===== config.mk =====
export PLATFORM = sky130hd
export DESIGN_NAME = prefetch_seq_ctrl
export DESIGN_NICKNAME = d
export VERILOG_FILES = /design/src/rtl/prefetch_seq_ctrl.sv
export SDC_FILE = /design/constraint.sdc
export NUM_CORES = 1
export LEC_CHECK = 0
export BUFFER_PORTS_ARGS = -buffer_cell sky130_fd_sc_hd__buf_2
export CAP_MARGIN = 20
export CORE_MARGIN = 4
export CORE_UTILIZATION = 55
export DETAILED_ROUTE_END_ITERATION = 7
export HOLD_SLACK_MARGIN = 0.1
export PLACE_DENSITY = 0.9
export SLEW_MARGIN = 20
export SYNTH_ARGS = -nofsm -noshare
export SYNTH_HDL_FRONTEND = slang
export SYNTH_SLANG_ARGS = --single-unit

===== constraint.sdc =====
create_clock -name clk -period 8.19 [get_ports clk]
set_input_delay 1.2285 -clock clk [delete_from_list [all_inputs] [get_ports clk]]
set_output_delay 1.2285 -clock clk [all_outputs]
set_load 0.05 [all_outputs]

===== src/rtl/prefetch_seq_ctrl.sv =====
// -----------------------------------------------------------------------------
// prefetch_seq_ctrl
//
// Sequencer for the prefetch halfword fetch buffer. Decides when to translate
// and fetch the next 32-bit word through the MMU and icache, tracks how many
// halfwords the buffer holds and the PC of the buffer head, and drops a stale
// icache response that was in flight when a redirect arrived.
//
// Optional build macro: PREFETCH_PERF_CNT_EN
//   When defined, adds saturating stall/discard/fill counters as outputs.
//
// Ports
//   clk, rst           clock, asynchronous active-high reset
//   redirect_i/_pc_i   clear buffer and restart fetch at a halfword-aligned PC
//   consume_i/_size_i  IF takes a 16-bit (size 0) or 32-bit (size 1) instr
//   consume_ok_o       consume accepted this cycle
//   avail_hw_o         valid halfwords in the buffer
//   head_pc_o          PC of buffer head; head_misalign_o = head_pc_o[1]
//   flush_o            datapath clears buffer (copy of redirect_i)
//   fill_o             datapath writes the icache word this cycle
//   fill_hi_only_o     with fill_o: only the upper halfword is valid
//   mmu_req_o/_vaddr_o translation request, word-aligned vaddr
//   mmu_hit_i/_paddr_i translation result
//   ic_req_o/_addr_o   icache request and latched physical address
//   ic_ack_i           icache data valid
//   stall_cnt_o, discard_cnt_o, fill_cnt_o   (PREFETCH_PERF_CNT_EN only)
// -----------------------------------------------------------------------------
module prefetch_seq_ctrl #(
  parameter int              XLEN      = 32,
  parameter int              BUF_WORDS = 2,
  parameter logic [XLEN-1:0] RESET_PC  = 32'h8000_0000
) (
  input  logic            clk,
  input  logic            rst,
  input  logic            redirect_i,
  input  logic [XLEN-1:0] redirect_pc_i,
  input  logic            consume_i,
  input  logic            consume_size_i,
  output logic            consume_ok_o,
  output logic [2:0]      avail_hw_o,
  output logic [XLEN-1:0] head_pc_o,
  output logic            head_misalign_o,
`ifdef PREFETCH_PERF_CNT_EN
  output logic [31:0]     stall_cnt_o,
  output logic [15:0]     discard_cnt_o,
  output logic [31:0]     fill_cnt_o,
`endif
  output logic            flush_o,
  output logic            fill_o,
  output logic            fill_hi_only_o,
  output logic            mmu_req_o,
  output logic [XLEN-1:0] mmu_vaddr_o,
  input  logic            mmu_hit_i,
  input  logic [XLEN-1:0] mmu_paddr_i,
  output logic            ic_req_o,
  output logic [XLEN-1:0] ic_addr_o,
  input  logic            ic_ack_i
);

  typedef enum logic [1:0] {IDLE, XLATE, WAIT_ACK, DISCARD} state_t;

  // A new word is only requested when two halfwords are free, so a fill can
  // never overflow the buffer even if nothing is consumed meanwhile.
  localparam logic [2:0] FETCH_LIMIT = 3'(2 * BUF_WORDS - 2);

  state_t          r_state;
  state_t          w_state_nxt;
  logic [XLEN-1:0] r_fetch_addr;
  logic [XLEN-1:0] r_head_pc;
  logic [2:0]      r_hw_cnt;
  logic            r_first_hi;
  logic [XLEN-1:0] r_ic_addr;

  logic            w_consume_ok;
  logic [2:0]      w_need;
  logic [2:0]      w_cons_amt;
  logic [2:0]      w_fill_amt;
  logic [XLEN-1:0] w_head_inc;
  logic            w_ack_wait;
  logic            w_fill;
  logic            w_hit;
  logic            w_drop_ack;

  // NOTE: every signal written here gets a default first so that no path
  // leaves it unassigned, which would otherwise infer a latch.
  always_comb begin
    w_need       = consume_size_i ? 3'd2 : 3'd1;
    w_head_inc   = consume_size_i ? XLEN'(4) : XLEN'(2);
    // Availability is judged on the registered count: a fill landing this
    // cycle cannot satisfy a consume in the same cycle.
    w_consume_ok = consume_i && !redirect_i && (r_hw_cnt >= w_need);
    w_cons_amt   = w_consume_ok ? w_need : 3'd0;
    w_ack_wait   = (r_state == WAIT_ACK) && ic_ack_i;
    w_fill       = w_ack_wait && !redirect_i;
    w_fill_amt   = w_fill ? (r_first_hi ? 3'd1 : 3'd2) : 3'd0;
    w_hit        = (r_state == XLATE) && mmu_hit_i && !redirect_i;
    w_drop_ack   = ((r_state == DISCARD) && ic_ack_i) || (w_ack_wait && redirect_i);

    w_state_nxt = r_state;
    case (r_state)
      IDLE:     if (!redirect_i && (r_hw_cnt <= FETCH_LIMIT)) w_state_nxt = XLATE;
      XLATE:    if (redirect_i) w_state_nxt = IDLE;
                else if (mmu_hit_i) w_state_nxt = WAIT_ACK;
      WAIT_ACK: if (redirect_i) w_state_nxt = ic_ack_i ? IDLE : DISCARD;
                else if (ic_ack_i) w_state_nxt = IDLE;
      // The stale response is the only one outstanding; once it arrives it is
      // retired even if a further redirect coincides, so fetch cannot hang.
      DISCARD:  if (ic_ack_i) w_state_nxt = IDLE;
      default:  w_state_nxt = IDLE;
    endcase
  end

  // NOTE: sequential state uses non-blocking assignments so every register
  // samples the pre-edge values regardless of statement order.
  always_ff @(posedge clk or posedge rst) begin
    if (rst) begin
      r_state      <= IDLE;
      r_fetch_addr <= RESET_PC;
      r_head_pc    <= RESET_PC;
      r_hw_cnt     <= '0;
      r_first_hi   <= RESET_PC[1];
      r_ic_addr    <= '0;
    end else begin
      r_state <= w_state_nxt;
      if (redirect_i) begin
        r_hw_cnt     <= '0;
        r_head_pc    <= redirect_pc_i;
        r_fetch_addr <= {redirect_pc_i[XLEN-1:2], 2'b00};
        r_first_hi   <= redirect_pc_i[1];
      end else begin
        r_hw_cnt <= r_hw_cnt + w_fill_amt - w_cons_amt;
        if (w_consume_ok) r_head_pc <= r_head_pc + w_head_inc;
        if (w_fill) begin
          r_first_hi   <= 1'b0;
          r_fetch_addr <= r_fetch_addr + XLEN'(4);
        end
        if (w_hit) r_ic_addr <= mmu_paddr_i;
      end
    end
  end

  assign consume_ok_o    = w_consume_ok;
  assign avail_hw_o      = r_hw_cnt;
  assign head_pc_o       = r_head_pc;
  assign head_misalign_o = r_head_pc[1];
  assign flush_o         = redirect_i;
  assign fill_o          = w_fill;
  assign fill_hi_only_o  = w_fill && r_first_hi;
  assign mmu_req_o       = (r_state == XLATE);
  assign mmu_vaddr_o     = {r_fetch_addr[XLEN-1:2], 2'b00};
  assign ic_req_o        = (r_state == WAIT_ACK) || (r_state == DISCARD);
  assign ic_addr_o       = r_ic_addr;

`ifdef PREFETCH_PERF_CNT_EN
  logic [31:0] r_stall_cnt;
  logic [15:0] r_discard_cnt;
  logic [31:0] r_fill_cnt;

  always_ff @(posedge clk or posedge rst) begin
    if (rst) begin
      r_stall_cnt   <= '0;
      r_discard_cnt <= '0;
      r_fill_cnt    <= '0;
    end else begin
      if (consume_i && !w_consume_ok && (r_stall_cnt != '1))
        r_stall_cnt <= r_stall_cnt + 32'd1;
      if (w_drop_ack && (r_discard_cnt != '1))
        r_discard_cnt <= r_discard_cnt + 16'd1;
      if (w_fill && (r_fill_cnt != '1))
        r_fill_cnt <= r_fill_cnt + 32'd1;
    end
  end

  assign stall_cnt_o   = r_stall_cnt;
  assign discard_cnt_o = r_discard_cnt;
  assign fill_cnt_o    = r_fill_cnt;
`else
  logic w_unused_drop;
  assign w_unused_drop = w_drop_ack;
`endif

endmodule


======== Yosys cells after proc, flatten, opt, wreduce, memory -nomap -nowiden ========
Cells that the tools add are included.
word-level totals
  RAM bits ................................ 0
  memories ................................ 0
  register bits ........................... 102
  bits of input ports ..................... 71
  logic and storage cells ................. 52
  latch bits .............................. 0
  output and inout port bits .............. 106
  ROM bits ................................ 0
cells by class
  bitwise operators ....................... 1
  reductions and logical operators ........ 15
  multiply operators ...................... 0
  magnitude comparators ................... 2
  add/sub/neg operators ................... 4
  divide/modulo/power cells ............... 0
  equality and inequality tests ........... 5
  mux-type cells .......................... 19
  shift operators ......................... 0
operator list
  kind                                                                    number
  32-bit two-way mux                                                      4
  32-bit by 3-bit adder with 32-bit output                                1
  32-bit by 3-bit adder with 32-bit output (second input constant)        1
  2-bit two-way mux                                                       10
  1-bit logical AND                                                       8
  2-bit one-hot mux with 4 select lines                                   1
  3-bit two-way mux                                                       2
  2-bit == test (second input constant)                                   2
  2-bit AND reduction                                                     2
  2-bit nonzero test                                                      2
  3-bit by 2-bit adder with 3-bit output                                  1
  3-bit by 2-bit >= comparator with 1-bit output                          1
  3-bit by 2-bit <= comparator with 1-bit output (second input constant)  1
  3-bit by 2-bit != test with 1-bit output (second input constant)        1
  3-bit by 2-bit subtractor with 3-bit output                             1
  2-bit by 1-bit == test with 1-bit output (second input constant)        1
  2-bit logical NOT                                                       1
  1-bit two-way mux                                                       2
  2-bit != test (second input constant)                                   1
  1-bit logical NOT                                                       1
  1-bit logical OR                                                        1
  1-bit inverter                                                          1

======== Depth between registers and ports, before layout ========
  word-level depth ........................ 7
  depth in mapped cells ................... 13
  gate-level depth less buffers ........... 12

======== Least setup slack after synthesis ========
No wires, ideal clock.
  path kind ............................... input-to-reg
  from .................................... in consume_size_i
  to ...................................... reg r_hw_cnt[2] (netlist: avail_hw_o[2])
  buffers on the path ..................... 1
  arrival time ............................ 4.067 ns
  stages .................................. 12
  slack ................................... 3.992 ns
  library setup time ...................... 0.130 ns
  required time ........................... 8.060 ns
  path through ............................ inv_1 ha_1 nand2b_1 a31oi_1 clkbuf_1 nor2_1 nand2_1 fa_1 inv_1 fa_1 xnor2_1 nor2_1
between the ends
  cells in the longest elaborated chain, start to end .. 6
ends and longest elaborated chain
  element                                         RTL line  source
  start, declared                                 38        input logic consume_size_i,
  2-bit two-way mux                               87        w_need = consume_size_i ? 3'd2 : 3'd1;
  3-bit by 2-bit >= comparator with 1-bit output  91        w_consume_ok = consume_i && !redirect_i && (r_hw_cnt >= w_need);
  1-bit logical AND                               91
  named net consume_ok_o                          39        output logic consume_ok_o,
  2-bit two-way mux                               92        w_cons_amt = w_consume_ok ? w_need : 3'd0;
  3-bit by 2-bit subtractor with 3-bit output     131       r_hw_cnt <= r_hw_cnt + w_fill_amt - w_cons_amt;
  3-bit two-way mux                               125       if (redirect_i) begin
  end signal, assigned                            131
  end, declared                                   70        logic [2:0] r_hw_cnt;
The timed path passes the listed nets, and every way through them passes these cells.
A chain may end at the register's enable or synchronous reset.

======== Worst setup path in the final report ========
  from .................................... in consume_size_i
  to ...................................... out consume_ok_o
between the ends
  cells in the longest elaborated chain, start to end .. 3
ends and longest elaborated chain
  element                                         RTL line
  2-bit two-way mux                               87
  3-bit by 2-bit >= comparator with 1-bit output  91
  1-bit logical AND                               91
  end, declared                                   39
No other way between the ends.

==> flow_metrics.tcl <==
set metrics [dict create \
    synth_ff_type "dfrtp_1" \
    grt_first_pass_wirelength_um 22960 \
    yosysWarnings 0 \
    critPathLaunch "consume_size_i" \
    yosysSeqAreaShare 0.4828 \
    clock-sinks 100 \
    leakage_nw 2.978 \
    cts_root_buf "clkbuf_8" \
    setup_viol 0 \
    core_um2 9196 \
    grt.total_usage 0.2591 \
    synthCells 472 \
    die_area_um2 11050 \
    async_reset_ff_frac 1.000 \
    clkTransAtPathRegs_ns 0.10 \
    status "complete, no violations" \
    netlist-cell-type-count 48 \
    r2r_cells 7 \
    final_hold_viol_count 0 \
    grt_max_degree 65 \
    multi_input_area_um2 2489 \
    syn_area_um2 5189 \
    clk_path_buf_depth 2 \
    num_rows 35 \
    routed_wl_um 13950 \
    post_cts_buffers 0 \
    timing.rr.end "head_pc_o[27]" \
    route.antenna.remaining_nets 0 \
    rsz0062_at_grt "false" \
    vias 4301 \
    cts_hold_buf 0 \
    crit_arrival_ns 2.48 \
    first_global_vias 4574 \
    p_per_area_nw_per_um2 300.0 \
    synth-seq-cells 100 \
    h-tree-depth 3 \
    start_kind "input pin" \
    worst_pin_slew_ns 0.9378 \
    wl_per_cell_um 18.58 \
    numCtsBuffers 9 \
    die_h_um 105.1 \
    final_layout_size_suffix_gt1_frac 0.4250 \
    fillerInstances 689 \
    max_freq_mhz 269.9 \
    end_kind "primary output" \
    cts_resized 0 \
    total_power_mw 1.890 \
    drtIter0Drc 202 \
    ir_worst_vdd_mv 0.3826 \
    start_util 0.5642 \
    path_class "input pin to primary output" \
    crit_path_end "consume_ok_o" \
    post-route-drc-count 0 \
    clock_skew_ns 0.01489 \
    synth_edf_count 0 \
    place_hpwl_um 10670 \
    place_congestion 0.8920 \
    fin_setup_tns_ns 0 \
    dr.pass1.iters 5 \
    slew_headroom 0.3741 \
    regArea_um2 2505 \
    diodes 0 \
    slew_viol_final 0 \
    avgSynthCellArea_um2 10.99 \
    r2r_slack_ns 5.38 \
    final_nets 716 \
    drv_cap 0 \
    crit_required_ns 6.96 \
    syn_to_final_growth_pct 21.41 \
    finalCritPeriodShare 0.4524 \
    cts_tree "done" \
    antenna_found_initial 0 \
    io_buffers 174 \
    ios 177 \
    grt-ovfl-total 0 \
    clock_latency_ns 0.38 \
    r2r-start "head_pc_o[1]" \
    period_needed_ns 3.705 \
    vias_per_cell 5.727 \
    crit_fanout 4 \
    min_path_type "register to register" \
    final_common_cell "buf_2" \
    most-common-layout-cells "buf_2 (174), dfrtp_1 (98), mux2_2 (70)" \
    die_w_um 105.1 \
]
==> synth_stat cells, types with 3 or more instances <==
| cell type | count | share of area |
|---|---|---|
| dfrtp_1 | 98 | 0.47 |
| mux2_2 | 70 | 0.15 |
| nand2_1 | 28 | 0.020 |
| xor2_1 | 25 | 0.042 |
| xnor2_1 | 24 | 0.041 |
| nor2_1 | 21 | 0.015 |
| inv_1 | 18 | 0.013 |
| clkbuf_1 | 17 | 0.012 |
| nand3_1 | 16 | 0.015 |
| nor4_1 | 15 | 0.018 |
| and3_1 | 14 | 0.017 |
| o21ai_0 | 14 | 0.014 |
| nand4_1 | 13 | 0.016 |
| nor3_1 | 11 | 0.011 |
| a21oi_1 | 9 | 0.0087 |
| a31oi_1 | 9 | 0.011 |
| and4_1 | 7 | 0.012 |
| ha_1 | 7 | 0.017 |
| nand2b_1 | 5 | 0.0060 |
| buf_4 | 4 | 0.0058 |
| or3_1 | 4 | 0.0048 |
| a21o_1 | 3 | 0.0043 |
| fa_1 | 3 | 0.012 |
| nor2b_1 | 3 | 0.0036 |
| o21a_1 | 3 | 0.0043 |
==> cell type report <==
cell class | instances | share of cell area
inverters | 19 | 0.01192
flip-flops and latches | 100 | 0.3976
clock buffers | 10 | 0.02185
clock inverters | 6 | 0.008540
multi-input cells | 327 | 0.3950
well taps | 111 | 0.02205
repair buffers | 178 | 0.1430
==> how the worst min path moves through the flow <==
stage          slack [ns]  depth (start not counted)            end          start
6_report             0.51                          1  ic_addr_o[26]  ic_addr_o[26]
5_1_grt              0.53                          1  ic_addr_o[26]  ic_addr_o[26]
4_1_cts              0.52                          1  ic_addr_o[26]  ic_addr_o[26]
3_5_place_dp         0.49                          1  ic_addr_o[23]  ic_addr_o[23]
3_3_place_gp         0.49                          1   head_pc_o[0]   head_pc_o[0]
2_1_floorplan        0.52                          2     r_first_hi     r_first_hi
==> report_power, final <==
| group | internal (mW) | switching (mW) |
|---|---|---|
| clock | 0.126 | 0.191 |
| sequential | 0.614 | 0.0999 |
| combinational | 0.234 | 0.626 |
==> per-stage QoR <==
| stage | hold slack, ns | instances | worst slack [ns] | utilization | area (um2) |
|---|---|---|---|---|---|
| 3_3_place_gp | 0.4852 | 735 | 4.379 | 0.6641 | 6107 |
| 5_1_grt | 0.5281 | 751 | 4.403 | 0.6850 | 6300 |
| 6_report | 0.5133 | 751 | 4.485 | 0.6850 | 6300 |
| 4_1_cts | 0.5153 | 751 | 4.496 | 0.6849 | 6299 |
| 2_1_floorplan | 0.5195 | 473 | 3.992 | - | 5192 |
| 3_5_place_dp | 0.4894 | 735 | 4.302 | 0.6641 | 6107 |
==> logic make-up after synthesis <==
group                      after synthesis  synth area share
adders and majority gates               10           0.02845
buffers and inverters                   46           0.03954
and+or+nand+nor                        149            0.1577
DFF                                    100            0.4828
muxes                                   71            0.1538
other                                    1         0.0007227
xor gates and xnor gates                49           0.08271
AOI/OAI and AO/OA                       46           0.05425
==> critical path, cell delays in order <==
cell      delay (ns)
buf_2           0.12
inv_1           0.11
ha_1            0.30
nand2b_1        0.17
a31oi_2         0.22
nor2_1          0.09
buf_2           0.24
==> metal layers <==
| metal | part of all wire | wire, um | GRT usage |
|---|---|---|---|
| met1 | 0.40 | 5531 | 0.3108 |
| met2 | 0.50 | 6996 | 0.4569 |
| met3 | 0.081 | 1136 | 0.06547 |
| met4 | 0.021 | 289 | 0.07966 |
| met5 | 0 | 0 | 0 |
==> state kept, by name (all words and copies together) (netlist names) <==
register / count
ic_addr_o: 32
r_first_hi: 1
r_fetch_addr: 30
r_state: 2
avail_hw_o: 3
head_pc_o: 32
No activity file was read; power rests on OpenSTA's default activity.
